$ cat src/rtl/fe_pkg.sv
// Shared fetch-side definitions: instruction length encodings, fetch FSM states
// and the number of halfwords carried by one fetched word.
package fe_pkg;

    localparam int HW_PER_WORD = 4;

    localparam logic [1:0] INST_LEN_16 = 2'd0;
    localparam logic [1:0] INST_LEN_32 = 2'd1;
    localparam logic [1:0] INST_LEN_64 = 2'd2;

    typedef enum logic [1:0] {
        FE_S_IDLE  = 2'd0,
        FE_S_REQ   = 2'd1,
        FE_S_FLUSH = 2'd2
    } fe_state_e;

endpackage

$ cat src/rtl/fe_len_dec.sv
// Instruction length decode from the first halfword of an instruction.
// Purely combinational; shared with the decode stage.
import fe_pkg::*;

module fe_len_dec (
    input  logic [15:0] hw,
    output logic [1:0]  inst_len,
    output logic [2:0]  hw_cnt
);

    always_comb begin
        inst_len = INST_LEN_16;
        hw_cnt   = 3'd1;
        if (hw[15]) begin
            if (hw[14]) begin
                inst_len = INST_LEN_64;
                hw_cnt   = 3'd4;
            end else begin
                inst_len = INST_LEN_32;
                hw_cnt   = 3'd2;
            end
        end
    end

endmodule

$ cat src/rtl/fe_align_buffer.sv
// Fetch alignment buffer: fetches 64-bit words, queues halfwords and presents one
// left-justified 16/32/64b instruction to decode. FE_ALIGN_STATS_EN adds stat counters.
//
// Handshakes: imem_req/imem_addr are held stable from request until the cycle imem_ack
// is seen high (data valid with ack); decode consumes the head on inst_valid & ~stall.
import fe_pkg::*;

module fe_align_buffer #(
    parameter logic [63:0] RESET_PC = 64'h0,
    parameter int          BUF_HW   = 8
) (
    input  logic        clk,
    input  logic        rst,
    output logic        imem_req,
    output logic [63:0] imem_addr,
    input  logic        imem_ack,
    input  logic [63:0] imem_data,
    output logic [63:0] inst,
    output logic        inst_valid,
    output logic [63:0] inst_pc,
    output logic [1:0]  inst_len,
    input  logic        stall,
    input  logic        redirect,
    input  logic [63:0] redirect_pc,
`ifdef FE_ALIGN_STATS_EN
    output logic [31:0] stat_inst_cnt,
    output logic [31:0] stat_starve_cnt,
`endif
    output fe_state_e   dbg_state
);

    localparam int PTR_W = $clog2(BUF_HW);
    localparam int OCC_W = PTR_W + 1;
    localparam logic [OCC_W-1:0] SPACE_LIM = OCC_W'(BUF_HW - HW_PER_WORD);

    fe_state_e          state_q, state_d;
    logic [63:0]        fetch_pc_q, tgt_pc_q, head_pc_q;
    logic [15:0]        hw_q [BUF_HW];
    logic [PTR_W-1:0]   rd_ptr_q, wr_ptr_q;
    logic [OCC_W-1:0]   occ_q;

    logic [15:0]        win    [HW_PER_WORD];
    logic [15:0]        dat_hw [HW_PER_WORD];
    logic [1:0]         head_len;
    logic [2:0]         head_cnt, cons_cnt, wr_cnt, wr_add;
    logic [1:0]         drop;
    logic               head_valid, consume, word_ok;
    logic [63:0]        rpc_al;

    always_comb begin
        for (int i = 0; i < HW_PER_WORD; i++) begin
            win[i]    = hw_q[rd_ptr_q + PTR_W'(i)];
            dat_hw[i] = imem_data[63 - 16*i -: 16];
        end
    end

    fe_len_dec u_len_dec (
        .hw       (win[0]),
        .inst_len (head_len),
        .hw_cnt   (head_cnt)
    );

    assign head_valid = (occ_q >= OCC_W'(head_cnt));
    assign consume    = head_valid & ~stall & ~redirect;
    assign word_ok    = imem_ack & (state_q == FE_S_REQ) & ~redirect;
    // Leading halfwords below the target PC are dropped; fetch_pc is word-aligned after the first word.
    assign drop       = fetch_pc_q[2:1];
    assign wr_cnt     = 3'(HW_PER_WORD) - {1'b0, drop};
    assign cons_cnt   = consume ? head_cnt : 3'd0;
    assign wr_add     = word_ok ? wr_cnt : 3'd0;
    assign rpc_al     = {redirect_pc[63:1], 1'b0};

    always_comb begin
        inst = 64'h0;
        if (head_valid) begin
            case (head_len)
                INST_LEN_16: inst = {win[0], 48'h0};
                INST_LEN_32: inst = {win[0], win[1], 32'h0};
                default:     inst = {win[0], win[1], win[2], win[3]};
            endcase
        end
    end

    assign inst_valid = head_valid;
    assign inst_len   = head_valid ? head_len : INST_LEN_16;
    assign inst_pc    = head_pc_q;
    assign imem_req   = (state_q != FE_S_IDLE);
    assign imem_addr  = {fetch_pc_q[63:3], 3'b000};
    assign dbg_state  = state_q;

    always_comb begin
        state_d = state_q;
        case (state_q)
            FE_S_IDLE: begin
                if (redirect || occ_q <= SPACE_LIM) state_d = FE_S_REQ;
            end
            FE_S_REQ: begin
                if (redirect)      state_d = imem_ack ? FE_S_REQ : FE_S_FLUSH;
                else if (imem_ack) state_d = FE_S_IDLE;
            end
            FE_S_FLUSH: begin
                if (imem_ack) state_d = FE_S_IDLE;
            end
            default: state_d = FE_S_IDLE;
        endcase
    end

    always_ff @(posedge clk or posedge rst) begin
        if (rst) begin
            state_q    <= FE_S_IDLE;
            fetch_pc_q <= {RESET_PC[63:1], 1'b0};
            tgt_pc_q   <= {RESET_PC[63:1], 1'b0};
        end else begin
            state_q <= state_d;
            if (redirect) tgt_pc_q <= rpc_al;
            // An ack that lands with the redirect completes the old request, so the new PC starts at once.
            if (redirect && (state_q == FE_S_IDLE || imem_ack))
                fetch_pc_q <= rpc_al;
            else if (state_q == FE_S_FLUSH && imem_ack)
                fetch_pc_q <= tgt_pc_q;
            else if (word_ok)
                fetch_pc_q <= {fetch_pc_q[63:3], 3'b000} + 64'd8;
        end
    end

    always_ff @(posedge clk or posedge rst) begin
        if (rst) begin
            rd_ptr_q  <= '0;
            wr_ptr_q  <= '0;
            occ_q     <= '0;
            head_pc_q <= {RESET_PC[63:1], 1'b0};
            for (int k = 0; k < BUF_HW; k++) hw_q[k] <= 16'h0;
        end else if (redirect) begin
            rd_ptr_q  <= '0;
            wr_ptr_q  <= '0;
            occ_q     <= '0;
            head_pc_q <= rpc_al;
        end else begin
            if (word_ok) begin
                for (int k = 0; k < HW_PER_WORD; k++)
                    if (k < int'(wr_cnt))
                        hw_q[wr_ptr_q + PTR_W'(k)] <= dat_hw[drop + 2'(k)];
            end
            rd_ptr_q  <= rd_ptr_q + PTR_W'(cons_cnt);
            wr_ptr_q  <= wr_ptr_q + PTR_W'(wr_add);
            occ_q     <= occ_q - OCC_W'(cons_cnt) + OCC_W'(wr_add);
            head_pc_q <= head_pc_q + (64'(cons_cnt) << 1);
        end
    end

`ifdef FE_ALIGN_STATS_EN
    always_ff @(posedge clk or posedge rst) begin
        if (rst) begin
            stat_inst_cnt   <= '0;
            stat_starve_cnt <= '0;
        end else begin
            if (consume && stat_inst_cnt != '1)
                stat_inst_cnt <= stat_inst_cnt + 32'd1;
            if (!head_valid && !stall && !redirect && stat_starve_cnt != '1)
                stat_starve_cnt <= stat_starve_cnt + 32'd1;
        end
    end
`endif

endmodule

$ cat config.mk
export PLATFORM = sky130hd
export DESIGN_NAME = fe_align_buffer
export DESIGN_NICKNAME = d
export VERILOG_FILES = /design/src/rtl/fe_pkg.sv /design/src/rtl/fe_len_dec.sv /design/src/rtl/fe_align_buffer.sv
export SDC_FILE = /design/constraint.sdc
export NUM_CORES = 2
export LEC_CHECK = 0
export BUFFER_PORTS_ARGS = -buffer_cell sky130_fd_sc_hd__buf_2
export CORE_AREA = 2 2 231 233
export CTS_CLUSTER_SIZE = 20
export DETAILED_ROUTE_END_ITERATION = 8
export DIE_AREA = 0 0 233 235
export PLACE_DENSITY = 0.7
export SYNTH_ARGS = -nofsm -noshare
export SYNTH_HDL_FRONTEND = slang
export SYNTH_SLANG_ARGS = --single-unit
$ cat constraint.sdc
create_clock -name clk -period 33.8 [get_ports clk]
set_clock_uncertainty 0.2 [all_clocks]
set_input_delay 5.07 -clock clk [delete_from_list [all_inputs] [get_ports clk]]
set_output_delay 5.07 -clock clk [all_outputs]
set_load 0.02 [all_outputs]
==> impl_metrics.toml <==
[pwr]
p_switching_uw = 1345
share_of_total_power_in_sequential_cells = 0.254
p_int_uw = 1356
power-per-cell-area_mw_per_mm2 = 93.48
total_power_uw = 2701
power_frac_comb = 0.588
total_leakage_power_uw = 0.01137
switching_share = 0.4980
clock_power_share = 0.158
ir_drop_uv = 71.52

[placement]
post-dp-hpwl_um = 67680
place_worst_setup_slack_ns = 24.12
place.port_buffers = 325
globalplace.congestion = 0.9494

[floorplan]
rows = 84
floorplan.die_area_mm2 = 0.05476
start_util = 0.4971
die_height_um = 235
ios = 331
core_area_mm2 = 0.05224
die-width_um = 233

[sta]
slew_viol_final = 0
final_period_minus_worst_setup_slack_ns = 10.28
tightestPinTransition_ns = 1.329
layout_worst_path_cycle_share = 0.3040
worst_setup_margin_ns = 23.52
final-hold-violation-count = 0
tns_ns = 0
fmax_ghz = 0.09732
rsz_0062_raised_after_global_routing = "false"
setup_viol = 0
max-slew-margin-rel = 0.1129

[layout]
mostFrequentLayoutCell = "sky130_fd_sc_hd__nand2_1"
layout-drive-gt1-share = 0.2219
most-common-layout-cells = "392 x sky130_fd_sc_hd__nand2_1, 326 x sky130_fd_sc_hd__dfrtp_1, 324 x sky130_fd_sc_hd__buf_2, 293 x sky130_fd_sc_hd__o21ai_0, 227 x sky130_fd_sc_hd__mux2i_1"
seqCellArea_mm2 = 0.008239
nFillCells = 4715
finalNetCount = 3276
multi_input_area_mm2 = 0.01610
synthToLayoutAreaGrowth_pct = 11.30

[drt]
drt-vias-per-instance = 6.759
detailedRoute.firstPassIterationCount = 9
postRouteWirelength_um = 99490
route.vias.total = 26020
post_route_drc = 0
initialDrtViolationCount = 3379
postRouteAntennaNets = 0
routed_wire_length_per_instance_um = 25.84

[clocking]
cell_chosen_for_the_clock_root = "sky130_fd_sc_hd__clkbuf_16"
clkSinkCount = 329
h_tree_level_count = 2
cts.repair.resized = 0
cts.hold.buffers_added = 0
worstSkewPairLatency_ns = 0.59
worst_setup_hold_path_clk_slew_ns = 0.06
tritoncts = "yes"
clockBufferDepth = 3
numCtsBuffers = 38
post-cts-setup-buffer-count = 0

[yosys]
ys.flop_type = "sky130_fd_sc_hd__dfrtp_1"
synth-adder-area-share = 0.01426
ys_warn_count = 0
syn-mean-instance-area_um2 = 8.683
synth-compound-area-share = 0.1924
fraction_of_synthesized_cell_area_taken_by_the_top_area_cell_type = 0.3171
ys_seq_area_frac = 0.3171
simple_gate_share_of_the_synthesized_area = 0.1545
post-synth-top-area-cell = "sky130_fd_sc_hd__dfrtp_1"
synth-seq-cells = 329
synth_top_family_by_area = "multiplexers"
synth_xor_area_frac = 0.03373
post_synth_mux_area_share = 0.2191
synth.cell_area_mm2 = 0.02596
synthCells = 2990
post_synth_num_cell_types = 73
synth-edff-count = 0
synth_area_leaders = "sky130_fd_sc_hd__dfrtp_1 32%, sky130_fd_sc_hd__mux4_2 9.4%, sky130_fd_sc_hd__mux2i_1 8.8%"
synth-async-reset-ratio = 1.000

[run_status]
outcome = "complete, no violations"

[grt]
gr-usage-all-layers = 0.3559
grt_overflow = 0
grt_start_max_net_pins = 164
grt_pass1_vias = 24270
antenna_found_initial = 32
grt_pass1_wl_um = 149800

[min_path]
min_path_type = "reg2reg"
worst_hold_startpoint = "tgt_pc_q[57]$_DFFE_PP0P_"

[worst_setup_path]
worstReg2RegStart = "rd_ptr_q[0]$_DFF_PP0_"
crit_required_ns = 28.53
setup.worst_path.class = "reg2out"
cp-startpoint = "rd_ptr_q[0]$_DFF_PP0_"
arrival_time_of_the_worst_setup_path_ns = 5.01
endpoint_kind = "output port"
critical_path_start_type = "flip-flop"
path_max_fanout = 56

[job]
max_cap_violations = 0
-- worst max-delay path, cell delays in order (launching register included) --
cell and delay (ns):
sky130_fd_sc_hd__dfrtp_4 0.47, sky130_fd_sc_hd__buf_4 0.72, sky130_fd_sc_hd__mux2i_1 0.33, sky130_fd_sc_hd__mux2i_1 0.11
sky130_fd_sc_hd__mux2_4 0.33, sky130_fd_sc_hd__inv_2 0.07, sky130_fd_sc_hd__ha_1 0.21, sky130_fd_sc_hd__nand2b_1 0.14
sky130_fd_sc_hd__a21o_1 0.19, sky130_fd_sc_hd__a211oi_2 0.21, sky130_fd_sc_hd__buf_4 0.27, sky130_fd_sc_hd__or3_1 0.91
sky130_fd_sc_hd__nor2_1 0.17, sky130_fd_sc_hd__buf_2 0.22
-- cell type report --
type                            count  area share
Antenna cell                       16    0.001386
Clock buffer                       49     0.03641
Clock inverter                     20    0.006928
Inverter                           99     0.01312
Multi-Input combinational cell   2273      0.5571
Sequential cell                   329      0.2851
Tap cell                          688     0.02979
Timing Repair Buffer              376     0.07019
-- per-stage QoR --
| stage | utilization | hold WS [ns] | area (um2) | cells |
|---|---|---|---|---|
| after global placement | 0.5285 | 0.2866 | 27610 | 3765 |
| final | 0.5532 | 0.3172 | 28900 | 3850 |
| after global routing | 0.5529 | 0.3402 | 28880 | 3844 |
| after CTS | 0.5525 | 0.3149 | 28860 | 3834 |
| after detailed placement | 0.5285 | 0.3015 | 27610 | 3765 |
| after floorplan | - | 0.2718 | 25970 | 2993 |
-- synth_stat cells, drive strengths merged, types with 87 or more instances --
cell    count
mux2i     227
o21ai     316
o22ai     131
nor2      217
clkbuf    158
inv        97
a31oi     140
mux2       87
a21oi     128
nand2     393
mux4      108
dfrtp     329
buf       134
-- path summary, 6_finish.rpt --
path	to	slack [ns]	cells past startpoint
max	inst[7]	23.52	13
min	tgt_pc_q[57]$_DFFE_PP0P_	0.32	1
max reg2reg	inst_pc[36]$_DFF_PP0_	26.76	20
min reg2reg	tgt_pc_q[57]$_DFFE_PP0P_	0.32	1
max in group asynchronous	hw_q[29]$_DFFE_PP0P_	27.40	3
min in group asynchronous	dbg_state[1]$_DFFE_PP0P_	4.42	2
-- logic make-up after synthesis --
| group | after synthesis |
|---|---|
| AO/OA/AOI/OAI | 844 |
| other | 1 |
| adder cells (fa/ha/maj) | 26 |
| flip-flops | 329 |
| XOR/XNOR | 100 |
| buffers and inverters | 391 |
| AND/OR/NAND/NOR | 877 |
| multiplexers | 422 |
-- power groups by stage --
| stage | Combinational (uW) | Clock, uW | Sequential, uW |
|---|---|---|---|
| after floorplan | 1150 | 0 | 621 |
| after global placement | 1510 | 0 | 669 |
| after detailed placement | 1550 | 0 | 681 |
| after CTS | 1560 | 425 | 676 |
| after global routing | 1690 | 441 | 701 |
| final | 1590 | 426 | 687 |
-- sequential cells by signal, indices dropped and copies added, names as in the netlist --
| signal | cells |
|---|---|
| hw_q | 128 |
| occ_q | 4 |
| dbg_state | 2 |
| tgt_pc_q | 63 |
| inst_pc | 63 |
| fetch_pc_q | 63 |
| rd_ptr_q | 3 |
| wr_ptr_q | 3 |
-- metal layers --
metal / part of all wire / vias up / wire (um) / track usage
met5: 0.0022 / - / 216 / 0.004464
met4: 0.039 / 34 / 3849 / 0.1204
met3: 0.14 / 363 / 13700 / 0.1350
met2: 0.42 / 1805 / 42220 / 0.5111
met1: 0.40 / 12610 / 39510 / 0.4908
li1: - / 11210 / - / -
Note: power is estimated with default switching activity, not from simulation.
